<file path="src/rtl/imem_boot_loader_if.sv">
// Byte-stream input and instruction-memory write port of the boot loader.
interface imem_boot_loader_if #(
  parameter int WORD_W = 32,
  parameter int BYTE_W = 8,
  parameter int ADDR_W = 10
);
  logic [BYTE_W-1:0] s_data;
  logic              s_valid;
  logic              s_ready;
  logic              mem_wen;
  logic [ADDR_W-1:0] mem_addr;
  logic [WORD_W-1:0] mem_wdata;

  modport master (output s_data, s_valid, input s_ready, mem_wen, mem_addr, mem_wdata);
  modport slave  (input s_data, s_valid, output s_ready, mem_wen, mem_addr, mem_wdata);
endinterface

</file>
<file path="src/rtl/imem_boot_loader.sv">
// Packs a byte stream into words and writes them to imem from address 0, then enables the CPU.
// Latency NB+1 cycles per word; s_ready only in COLLECT, s_valid gaps simply stall packing.
module imem_boot_loader #(
  parameter int WORD_W     = 32,
  parameter int BYTE_W     = 8,
  parameter int DEPTH      = 1024,
  parameter int ADDR_W     = 10,
  parameter bit BIG_ENDIAN = 1'b0
) (
  input  logic              clk,
  input  logic              rst,
  input  logic              start,
  input  logic [ADDR_W:0]   len,
  input  logic              abort,
  imem_boot_loader_if.slave bus,
  output logic              cpu_enable,
  output logic              busy,
  output logic              err
);
  localparam int NB   = WORD_W / BYTE_W;
  localparam int BC_W = (NB > 1) ? $clog2(NB) : 1;
  localparam logic [ADDR_W:0] DEPTH_L   = (ADDR_W+1)'(DEPTH);
  localparam logic [BC_W-1:0] LAST_BYTE = BC_W'(NB-1);

  typedef enum logic [1:0] {IDLE, COLLECT, WRITE, RUN} state_t;

  state_t            state, state_nxt;
  logic [BC_W-1:0]   byte_cnt, byte_cnt_nxt;
  logic [ADDR_W-1:0] word_cnt, word_cnt_nxt;
  logic [ADDR_W:0]   len_q, len_nxt;
  logic [WORD_W-1:0] pack_q, pack_nxt;
  logic [ADDR_W-1:0] addr_q, addr_nxt;
  logic [WORD_W-1:0] wdata_q, wdata_nxt;
  logic              err_q, err_nxt;
  logic              wen_q, run_q, busy_q;
  int                lane;

  always_comb begin
    state_nxt    = state;
    byte_cnt_nxt = byte_cnt;
    word_cnt_nxt = word_cnt;
    len_nxt      = len_q;
    pack_nxt     = pack_q;
    addr_nxt     = addr_q;
    wdata_nxt    = wdata_q;
    err_nxt      = err_q;
    lane         = BIG_ENDIAN ? (NB - 1 - int'(byte_cnt)) : int'(byte_cnt);

    if (abort) begin
      // partial word is dropped; already written words stay in memory
      state_nxt    = IDLE;
      byte_cnt_nxt = '0;
      word_cnt_nxt = '0;
    end else begin
      case (state)
        IDLE: begin
          if (start) begin
            if (len > DEPTH_L) begin
              err_nxt = 1'b1;
            end else begin
              err_nxt = 1'b0;
              if (len == '0) begin
                state_nxt = RUN;
              end else begin
                len_nxt      = len;
                byte_cnt_nxt = '0;
                word_cnt_nxt = '0;
                state_nxt    = COLLECT;
              end
            end
          end
        end
        COLLECT: begin
          if (bus.s_valid) begin
            pack_nxt[lane*BYTE_W +: BYTE_W] = bus.s_data;
            if (byte_cnt == LAST_BYTE) begin
              byte_cnt_nxt = '0;
              addr_nxt     = word_cnt;
              wdata_nxt    = pack_nxt;
              state_nxt    = WRITE;
            end else begin
              byte_cnt_nxt = byte_cnt + 1'b1;
            end
          end
        end
        WRITE: begin
          if (({1'b0, word_cnt} + (ADDR_W+1)'(1)) == len_q) begin
            state_nxt = RUN;
          end else begin
            word_cnt_nxt = word_cnt + 1'b1;
            byte_cnt_nxt = '0;
            state_nxt    = COLLECT;
          end
        end
        default: ;
      endcase
    end
  end

  always_ff @(posedge clk or posedge rst) begin
    if (rst) begin
      state    <= IDLE;
      byte_cnt <= '0;
      word_cnt <= '0;
      len_q    <= '0;
      pack_q   <= '0;
      addr_q   <= '0;
      wdata_q  <= '0;
      err_q    <= 1'b0;
      wen_q    <= 1'b0;
      run_q    <= 1'b0;
      busy_q   <= 1'b0;
    end else begin
      state    <= state_nxt;
      byte_cnt <= byte_cnt_nxt;
      word_cnt <= word_cnt_nxt;
      len_q    <= len_nxt;
      pack_q   <= pack_nxt;
      addr_q   <= addr_nxt;
      wdata_q  <= wdata_nxt;
      err_q    <= err_nxt;
      wen_q    <= (state_nxt == WRITE);
      run_q    <= (state_nxt == RUN);
      busy_q   <= (state_nxt == COLLECT) || (state_nxt == WRITE);
    end
  end

  assign bus.s_ready   = (state == COLLECT) && !abort;
  assign bus.mem_wen   = wen_q;
  assign bus.mem_addr  = addr_q;
  assign bus.mem_wdata = wdata_q;
  assign cpu_enable    = run_q;
  assign busy          = busy_q;
  assign err           = err_q;
endmodule

</file>
<file path="src/flat_wrapper.sv">
// flat-port wrapper written by rule: the top's interface ports become plain ports
module imem_boot_loader_flat 
#(
  parameter int WORD_W     = 32,
  parameter int BYTE_W     = 8,
  parameter int DEPTH      = 1024,
  parameter int ADDR_W     = 10,
  parameter bit BIG_ENDIAN = 1'b0
)
  (clk, rst, start, len, abort, cpu_enable, busy, err, bus_s_data, bus_s_valid, bus_s_ready, bus_mem_wen, bus_mem_addr, bus_mem_wdata);
  imem_boot_loader_if #(.WORD_W(WORD_W), .BYTE_W(BYTE_W), .ADDR_W(ADDR_W)) bus_i ();
  input  logic clk;
  input  logic rst;
  input  logic start;
  input  logic [ADDR_W:0] len;
  input  logic abort;
  output logic cpu_enable;
  output logic busy;
  output logic err;
  input wire logic [$bits(bus_i.s_data)-1:0] bus_s_data;
  input wire logic [$bits(bus_i.s_valid)-1:0] bus_s_valid;
  output wire logic [$bits(bus_i.s_ready)-1:0] bus_s_ready;
  output wire logic [$bits(bus_i.mem_wen)-1:0] bus_mem_wen;
  output wire logic [$bits(bus_i.mem_addr)-1:0] bus_mem_addr;
  output wire logic [$bits(bus_i.mem_wdata)-1:0] bus_mem_wdata;
  assign bus_i.s_data = bus_s_data;
  assign bus_i.s_valid = bus_s_valid;
  assign bus_s_ready = bus_i.s_ready;
  assign bus_mem_wen = bus_i.mem_wen;
  assign bus_mem_addr = bus_i.mem_addr;
  assign bus_mem_wdata = bus_i.mem_wdata;
  imem_boot_loader #(.WORD_W(WORD_W), .BYTE_W(BYTE_W), .DEPTH(DEPTH), .ADDR_W(ADDR_W), .BIG_ENDIAN(BIG_ENDIAN)) u_core (.clk(clk), .rst(rst), .start(start), .len(len), .abort(abort), .bus(bus_i), .cpu_enable(cpu_enable), .busy(busy), .err(err));
endmodule
</file>
<file path="config.mk">
export PLATFORM = sky130hd
export DESIGN_NAME = imem_boot_loader_flat
export DESIGN_NICKNAME = d
export VERILOG_FILES = /design/src/rtl/imem_boot_loader_if.sv /design/src/rtl/imem_boot_loader.sv /design/src/flat_wrapper.sv
export SDC_FILE = /design/constraint.sdc
export NUM_CORES = 1
export LEC_CHECK = 0
export ABC_AREA = 1
export CAP_MARGIN = 20
export CORE_MARGIN = 10
export CORE_UTILIZATION = 28
export DETAILED_ROUTE_END_ITERATION = 8
export HOLD_SLACK_MARGIN = 0.15
export PLACE_DENSITY_LB_ADDON = 0.3
export SLEW_MARGIN = 20
export SYNTH_ARGS = -nofsm -noshare
export SYNTH_HDL_FRONTEND = slang
export SYNTH_SLANG_ARGS = --single-unit
</file>
<file path="constraint.sdc">
create_clock -name clk -period 3.5 [get_ports clk]
set_input_delay 0.7 -clock clk [delete_from_list [all_inputs] [get_ports clk]]
set_output_delay 0.7 -clock clk [all_outputs]
set_load 0.02 [all_outputs]
</file>
==> results.json, run 1 <==
{
  "status": "finished, final reports clean",
  "clkPwrFrac": 0.358,
  "n_fill_cell": 1906,
  "p_comb_frac": 0.172,
  "cts_max_path_buffers": 2,
  "ff_latch_area_um2": 2580,
  "rsz0062_at_grt": "no",
  "synthesis.area_um2": 5120,
  "max_freq_mhz": 354,
  "final.setup.worst_slack_ns": 0.676,
  "dp_slack_ns": 0.672,
  "wl_per_cell_um": 13.7,
  "cp.required_ns": 2.80,
  "slew_violations": 0,
  "grt_max_degree": 61,
  "port_buffers": 70,
  "gp_congestion": 0.815,
  "grt_pass1_wl_mm": 22.2,
  "clk_latency_ns": 0.35,
  "viasPerCell": 4.52,
  "syn_avg_cell_area_um2": 7.80,
  "track_usage": 0.112,
  "finalNetCount": 754,
  "p_leak_nw": 3.01,
  "drc_errors": 0,
  "die_area_um2": 24100,
  "place_area_um2": 6070,
  "power_density_nw_per_um2": 474,
  "final_common_cell": "nand2_1",
  "path_cells": "clkdlybuf4s50_1 > nor2_1 > clkdlybuf4s50_1",
  "cts_buffers": 9,
  "num_io_pins": 71,
  "cts_hold_buffers": 0,
  "antenna_cells_inserted": 0,
  "critical-path-slowest-cell": "clkdlybuf4s50_1",
  "holdWs_ns": 0.478,
  "ys_types": 29,
  "skew_ns": 0.00667,
  "ys_ff_latch": 103,
  "yosysWarnings": 0,
  "p_int_mw": 2.19,
  "syn_nets": 694,
  "multi_input_area_um2": 2120,
  "drive_gt1_frac": 0.0583,
  "fin_total_pwr_mw": 3.02,
  "clock_sinks": 103,
  "postCtsResizedCells": 0,
  "cts.root.buffer_cell": "clkbuf_16",
  "p_sw_frac": 0.275,
  "ys_seq_area_frac": 0.503,
  "htreeDepth": 3,
  "final_cell_mix": "nand2_1 (239), dfrtp_1 (103), inv_1 (78), clkdlybuf4s50_1 (70), nor2_1 (39)",
  "cap_violations": 0,
  "cp_slowest_stage_delay_ns": 0.65,
  "crit_buf_inv": 2,
  "num_rows": 49,
  "final_area_um2": 6380,
  "initial_utilization": 0.285,
  "clk_pin_slew_ns": 0.06,
  "hold_viol": 0,
  "p_seq_frac": 0.470,
  "relSlewSlack": 0.620,
  "worst_ep_arrival_time_ns": 2.12,
  "hp-class": "reg2reg",
  "syn_to_final_growth_pct": 24.6,
  "die_h_um": 155,
  "routed_wl_mm": 13.0,
  "hpwl_mm": 9.49,
  "worst-setup-path-type": "in2out",
  "overflow": 0,
  "cp-end-kind": "output pin",
  "drt_iter0_markers": 251,
  "tightest_slew_ns": 0.569,
  "setup_tns_ns": 0,
  "period_share": 0.807,
  "power.switching_mw": 0.832,
  "ir_worst_vdd_mv": 0.273,
  "path_max_fanout": 7,
  "dr.pass1.iters": 4,
  "crit_top_cell": "clkdlybuf4s50_1",
  "dr_total_vias": 4294,
  "ant_nets": 0,
  "core_um2": 18000,
  "die_x_um": 155,
  "start_kind": "primary input",
  "period_minus_slack_ns": 2.82,
  "crit_family": "buffers and inverters",
  "syn_inst": 657,
  "setup_viol_count_final": 0,
  "postCtsSetupRepairBufs": 0,
  "grt_pass1_vias": 4250,
  "cts_tree": "yes",
  "antenna_found_initial": 0
}
-- cell usage after synthesis (all sizes together) --
cell      n  area (um2)
o32ai     1        8.76
clkbuf   23        86.3
xnor2     1        8.76
ha       13         163
nor2     48         215
nand3    18         120
mux2      2        22.5
buf       3        20.0
o21ai    50         250
dfrtp   103        2580
nand2   243         922
nand3b    4        30.0
nor3      3        15.0
clkinv    1        3.75
o22ai    32         200
a31oi     1        6.26
inv      84         315
a21oi    11        58.8
nand4    16         100
-- flip-flops by register name, summed over array words and instances, names as in the netlist --
signal / flops
u_core.bus.mem_addr: 10
u_core.bus.mem_wdata: 32
u_core.bus.mem_wen: 1
u_core.busy: 1
u_core.byte_cnt: 2
u_core.cpu_enable: 1
u_core.err: 1
u_core.len_q: 11
u_core.pack_q: 32
u_core.state: 2
u_core.word_cnt: 10
-- metal layers --
metal / share of wire / global-route usage / wire length [um] / up-vias
met2: 0.47 / 0.181 / 6130 / 88
met1: 0.47 / 0.146 / 6160 / 1981
met3: 0.043 / 0.0278 / 556 / 9
met5: 0 / 0 / 0 / -
li1: - / - / - / 2216
met4: 0.011 / 0.0325 / 144 / 0
-- power by group through the flow --
| stage | Clock, mW | Combinational [mW] | Sequential [mW] |
|---|---|---|---|
| floorplan | 0 | 0.383 | 1.43 |
| global placement | 0 | 0.518 | 1.44 |
| detailed placement | 0 | 0.522 | 1.45 |
| CTS | 1.12 | 0.526 | 1.42 |
| global route | 1.16 | 0.605 | 1.44 |
| finish | 1.08 | 0.521 | 1.42 |
-- worst paths after layout --
check	startpoint	endpoint	slack [ns]	cells after the start
setup reg to reg	u_core.word_cnt[0]$_DFFE_PP0P_	u_core.busy$_DFF_PP0_	1.16	13
hold reg to reg	u_core.bus.mem_wdata[18]$_DFFE_PP0P_	u_core.bus.mem_wdata[18]$_DFFE_PP0P_	0.48	2
min in group asynchronous	rst	u_core.bus.mem_wdata[21]$_DFFE_PP0P_	0.77	2
max in group asynchronous	rst	u_core.pack_q[5]$_DFFE_PP0P_	2.03	3
hold / removal	u_core.bus.mem_wdata[18]$_DFFE_PP0P_	u_core.bus.mem_wdata[18]$_DFFE_PP0P_	0.48	2
setup / recovery	abort	bus_s_ready	0.68	3
-- area by class of cell --
class                           count  area share
Inverter                           85      0.0504
Timing Repair Buffer               75       0.120
Clock inverter                      5      0.0129
Clock buffer                       10      0.0359
Sequential cell                   103       0.404
Tap cell                          229      0.0449
Multi-Input combinational cell    443       0.333
-- cell families after synthesis --
family / Yosys count / share of synthesized area
simple gates: 332 / 0.274
mux: 2 / 0.00440
flops: 103 / 0.503
buf+inv: 111 / 0.0830
compound gates: 95 / 0.102
xor+xnor: 1 / 0.00171
fa+ha+maj: 13 / 0.0317
-- worst reg2reg max path, delay by kind of cell, from the launching register on --
family / cells / cell delay [ns]
DFF: 1 / 0.47
and+or+nand+nor: 9 / 1.00
AOI/OAI and AO/OA: 1 / 0.26
buffers and inverters: 1 / 0.05
adders and majority gates: 2 / 0.50
-- metrics by stage --
stage	util	std cells
2_1_floorplan	-	657
3_3_place_gp	0.338	935
3_5_place_dp	0.338	935
4_1_cts	0.355	950
5_1_grt	0.355	950
6_report	0.355	950
Power figures use the tool's default switching activity.
==> run 2, diff against run 1 <==
==> constraint.sdc (replaced) <==
create_clock -name clk -period 2.36 [get_ports clk]
set_input_delay 0.472 -clock clk [delete_from_list [all_inputs] [get_ports clk]]
set_output_delay 0.472 -clock clk [all_outputs]
set_load 0.02 [all_outputs]
==> run 2 against run 1 <==
Effect of this change:
- critical path depth grew 2
- sequential share of layout area is 0.81 points lower
- combinational power grew 53%
- largest cell class unchanged
==> results.json, run 2 (same netlist as run 1, synthesis figures left out) <==
{
  "cp.required_ns": 1.89,
  "status": "finished, final reports clean",
  "r2r_cells": 15,
  "p_leak_nw": 3.10,
  "rsz0062_at_grt": "no",
  "setup_viol_count_final": 0,
  "clkPwrFrac": 0.354,
  "cap_violations": 0,
  "num_io_pins": 71,
  "drt_iter0_markers": 287,
  "skew_ns": 0.00783,
  "cts_max_path_buffers": 2,
  "setup_tns_ns": 0,
  "ant_nets": 0,
  "worst-setup-path-type": "reg2out",
  "worstHoldStart": "u_core.bus.mem_addr[1]$_DFFE_PP0P_",
  "p_sw_frac": 0.274,
  "grt_pass1_vias": 4280,
  "cp-end-kind": "output pin",
  "gp_congestion": 0.848,
  "ff_latch_area_um2": 2580,
  "tightest_slew_ns": 0.563,
  "cts.root.buffer_cell": "clkbuf_16",
  "dr.pass1.iters": 4,
  "viasPerCell": 4.47,
  "cts_hold_buffers": 0,
  "power_density_nw_per_um2": 688,
  "die_h_um": 155,
  "track_usage": 0.112,
  "ir_worst_vdd_mv": 0.379,
  "wl_per_cell_um": 13.6,
  "place_area_um2": 6190,
  "clock_sinks": 103,
  "final_area_um2": 6510,
  "start_kind": "register",
  "cts_buffers": 9,
  "initial_utilization": 0.285,
  "antenna_cells_inserted": 0,
  "p_comb_frac": 0.178,
  "htreeDepth": 3,
  "antenna_found_initial": 0,
  "slew_violations": 0,
  "overflow": 0,
  "die_x_um": 155,
  "finalNetCount": 770,
  "reg2reg_to": "u_core.word_cnt[6]$_DFFE_PP0P_",
  "hold_viol": 0,
  "relSlewSlack": 0.625,
  "topRoutingLayerUsed": "met4",
  "clk_pin_slew_ns": 0.07,
  "syn_to_final_growth_pct": 27.1,
  "hold_end": "u_core.bus.mem_addr[1]$_DFFE_PP0P_",
  "power.switching_mw": 1.23,
  "drive_gt1_frac": 0.0813,
  "met3RoutedLength_um": 582,
  "clk_latency_ns": 0.35,
  "dr_total_vias": 4322,
  "p_int_mw": 3.25,
  "max_freq_mhz": 474,
  "port_buffers": 70,
  "hold_depth": 2,
  "p_seq_frac": 0.469,
  "holdWs_ns": 0.474,
  "r2r-start": "u_core.state[0]$_DFF_PP0_",
  "wl_met1_mm": 6.23,
  "period_share": 0.893,
  "wl_met2_mm": 6.11,
  "drc_errors": 0,
  "cts_tree": "yes",
  "routed_wl_mm": 13.2,
  "hpwl_mm": 9.43,
  "final_common_cell": "nand2_1",
  "path_max_fanout": 5,
  "hp-class": "reg2reg",
  "die_area_um2": 24100,
  "final_cell_mix": "nand2_1 (239), dfrtp_1 (103), inv_1 (78), clkdlybuf4s50_1 (69), nor2_1 (39)",
  "placed_cells": 951,
  "worst_ep_arrival_time_ns": 1.64,
  "grt_max_degree": 104,
  "final_cell_count_no_fill": 967,
  "grt_pass1_wl_mm": 22.0,
  "multi_input_area_um2": 2120,
  "num_rows": 49,
  "r2r_slack_ns": 0.27,
  "n_fill_cell": 1876,
  "period_minus_slack_ns": 2.11,
  "core_um2": 18000
}
run 2: worst max-delay path by stage:
stage | from | to | cells past startpoint
after floorplan | u_core.state[0]$_DFF_PP0_ | u_core.busy$_DFF_PP0_ | 15
after global placement | len[4] | u_core.word_cnt[7]$_DFFE_PP0P_ | 12
after detailed placement | abort | u_core.bus.mem_wdata[16]$_DFFE_PP0P_ | 8
after CTS | u_core.state[1]$_DFF_PP0_ | bus_s_ready | 5
after global routing | u_core.state[0]$_DFF_PP0_ | u_core.word_cnt[9]$_DFFE_PP0P_ | 15
final | u_core.state[1]$_DFF_PP0_ | bus_s_ready | 5
run 2: repair_timing:
action / in CTS / in global routing
setup endpoints to repair: 1 / 2
gates resized for setup: 1 / 2
setup buffers: 0 / 0
run 2: area by class of cell:
cell class	instances	area share
Clock buffer	12	0.0409
Clock inverter	4	0.00807
Inverter	85	0.0499
Multi-Input combinational cell	443	0.326
Tap cell	229	0.0440
Timing Repair Buffer	91	0.135
Sequential cell	103	0.396
run 2: per-layer routing:
| layer | vias up | global-route usage |
|---|---|---|
| met2 | 79 | 0.180 |
| met3 | 16 | 0.0312 |
| met5 | - | 0 |
| li1 | 2241 | - |
| met4 | 0 | 0.0397 |
| met1 | 1986 | 0.141 |
run 2: power by group through the flow:
stage	combinational [mW]	sequential, mW	clock [mW]
after global routing	0.924	2.12	1.71
after global placement	0.795	2.13	0
final	0.796	2.10	1.58
after detailed placement	0.798	2.14	0
after CTS	0.804	2.10	1.64
after floorplan	0.568	2.12	0
run 2: critical path, cell delays in order (launching register included):
cell,delay (ns)
dfrtp_1,0.44
inv_1,0.12
ha_1,0.19
inv_1,0.05
nor2_1,0.11
dlygate4sd2_1,0.38
run 2: metrics by stage:
stage | power [mW] | utilization | setup slack (ns)
6_report | 4.48 | 0.363 | 0.252
5_1_grt | 4.76 | 0.363 | 0.00674
4_1_cts | 4.55 | 0.362 | 0.201
3_5_place_dp | 2.93 | 0.345 | 0.0256
3_3_place_gp | 2.92 | 0.345 | 0.0607
2_1_floorplan | 2.69 | - | 0.304
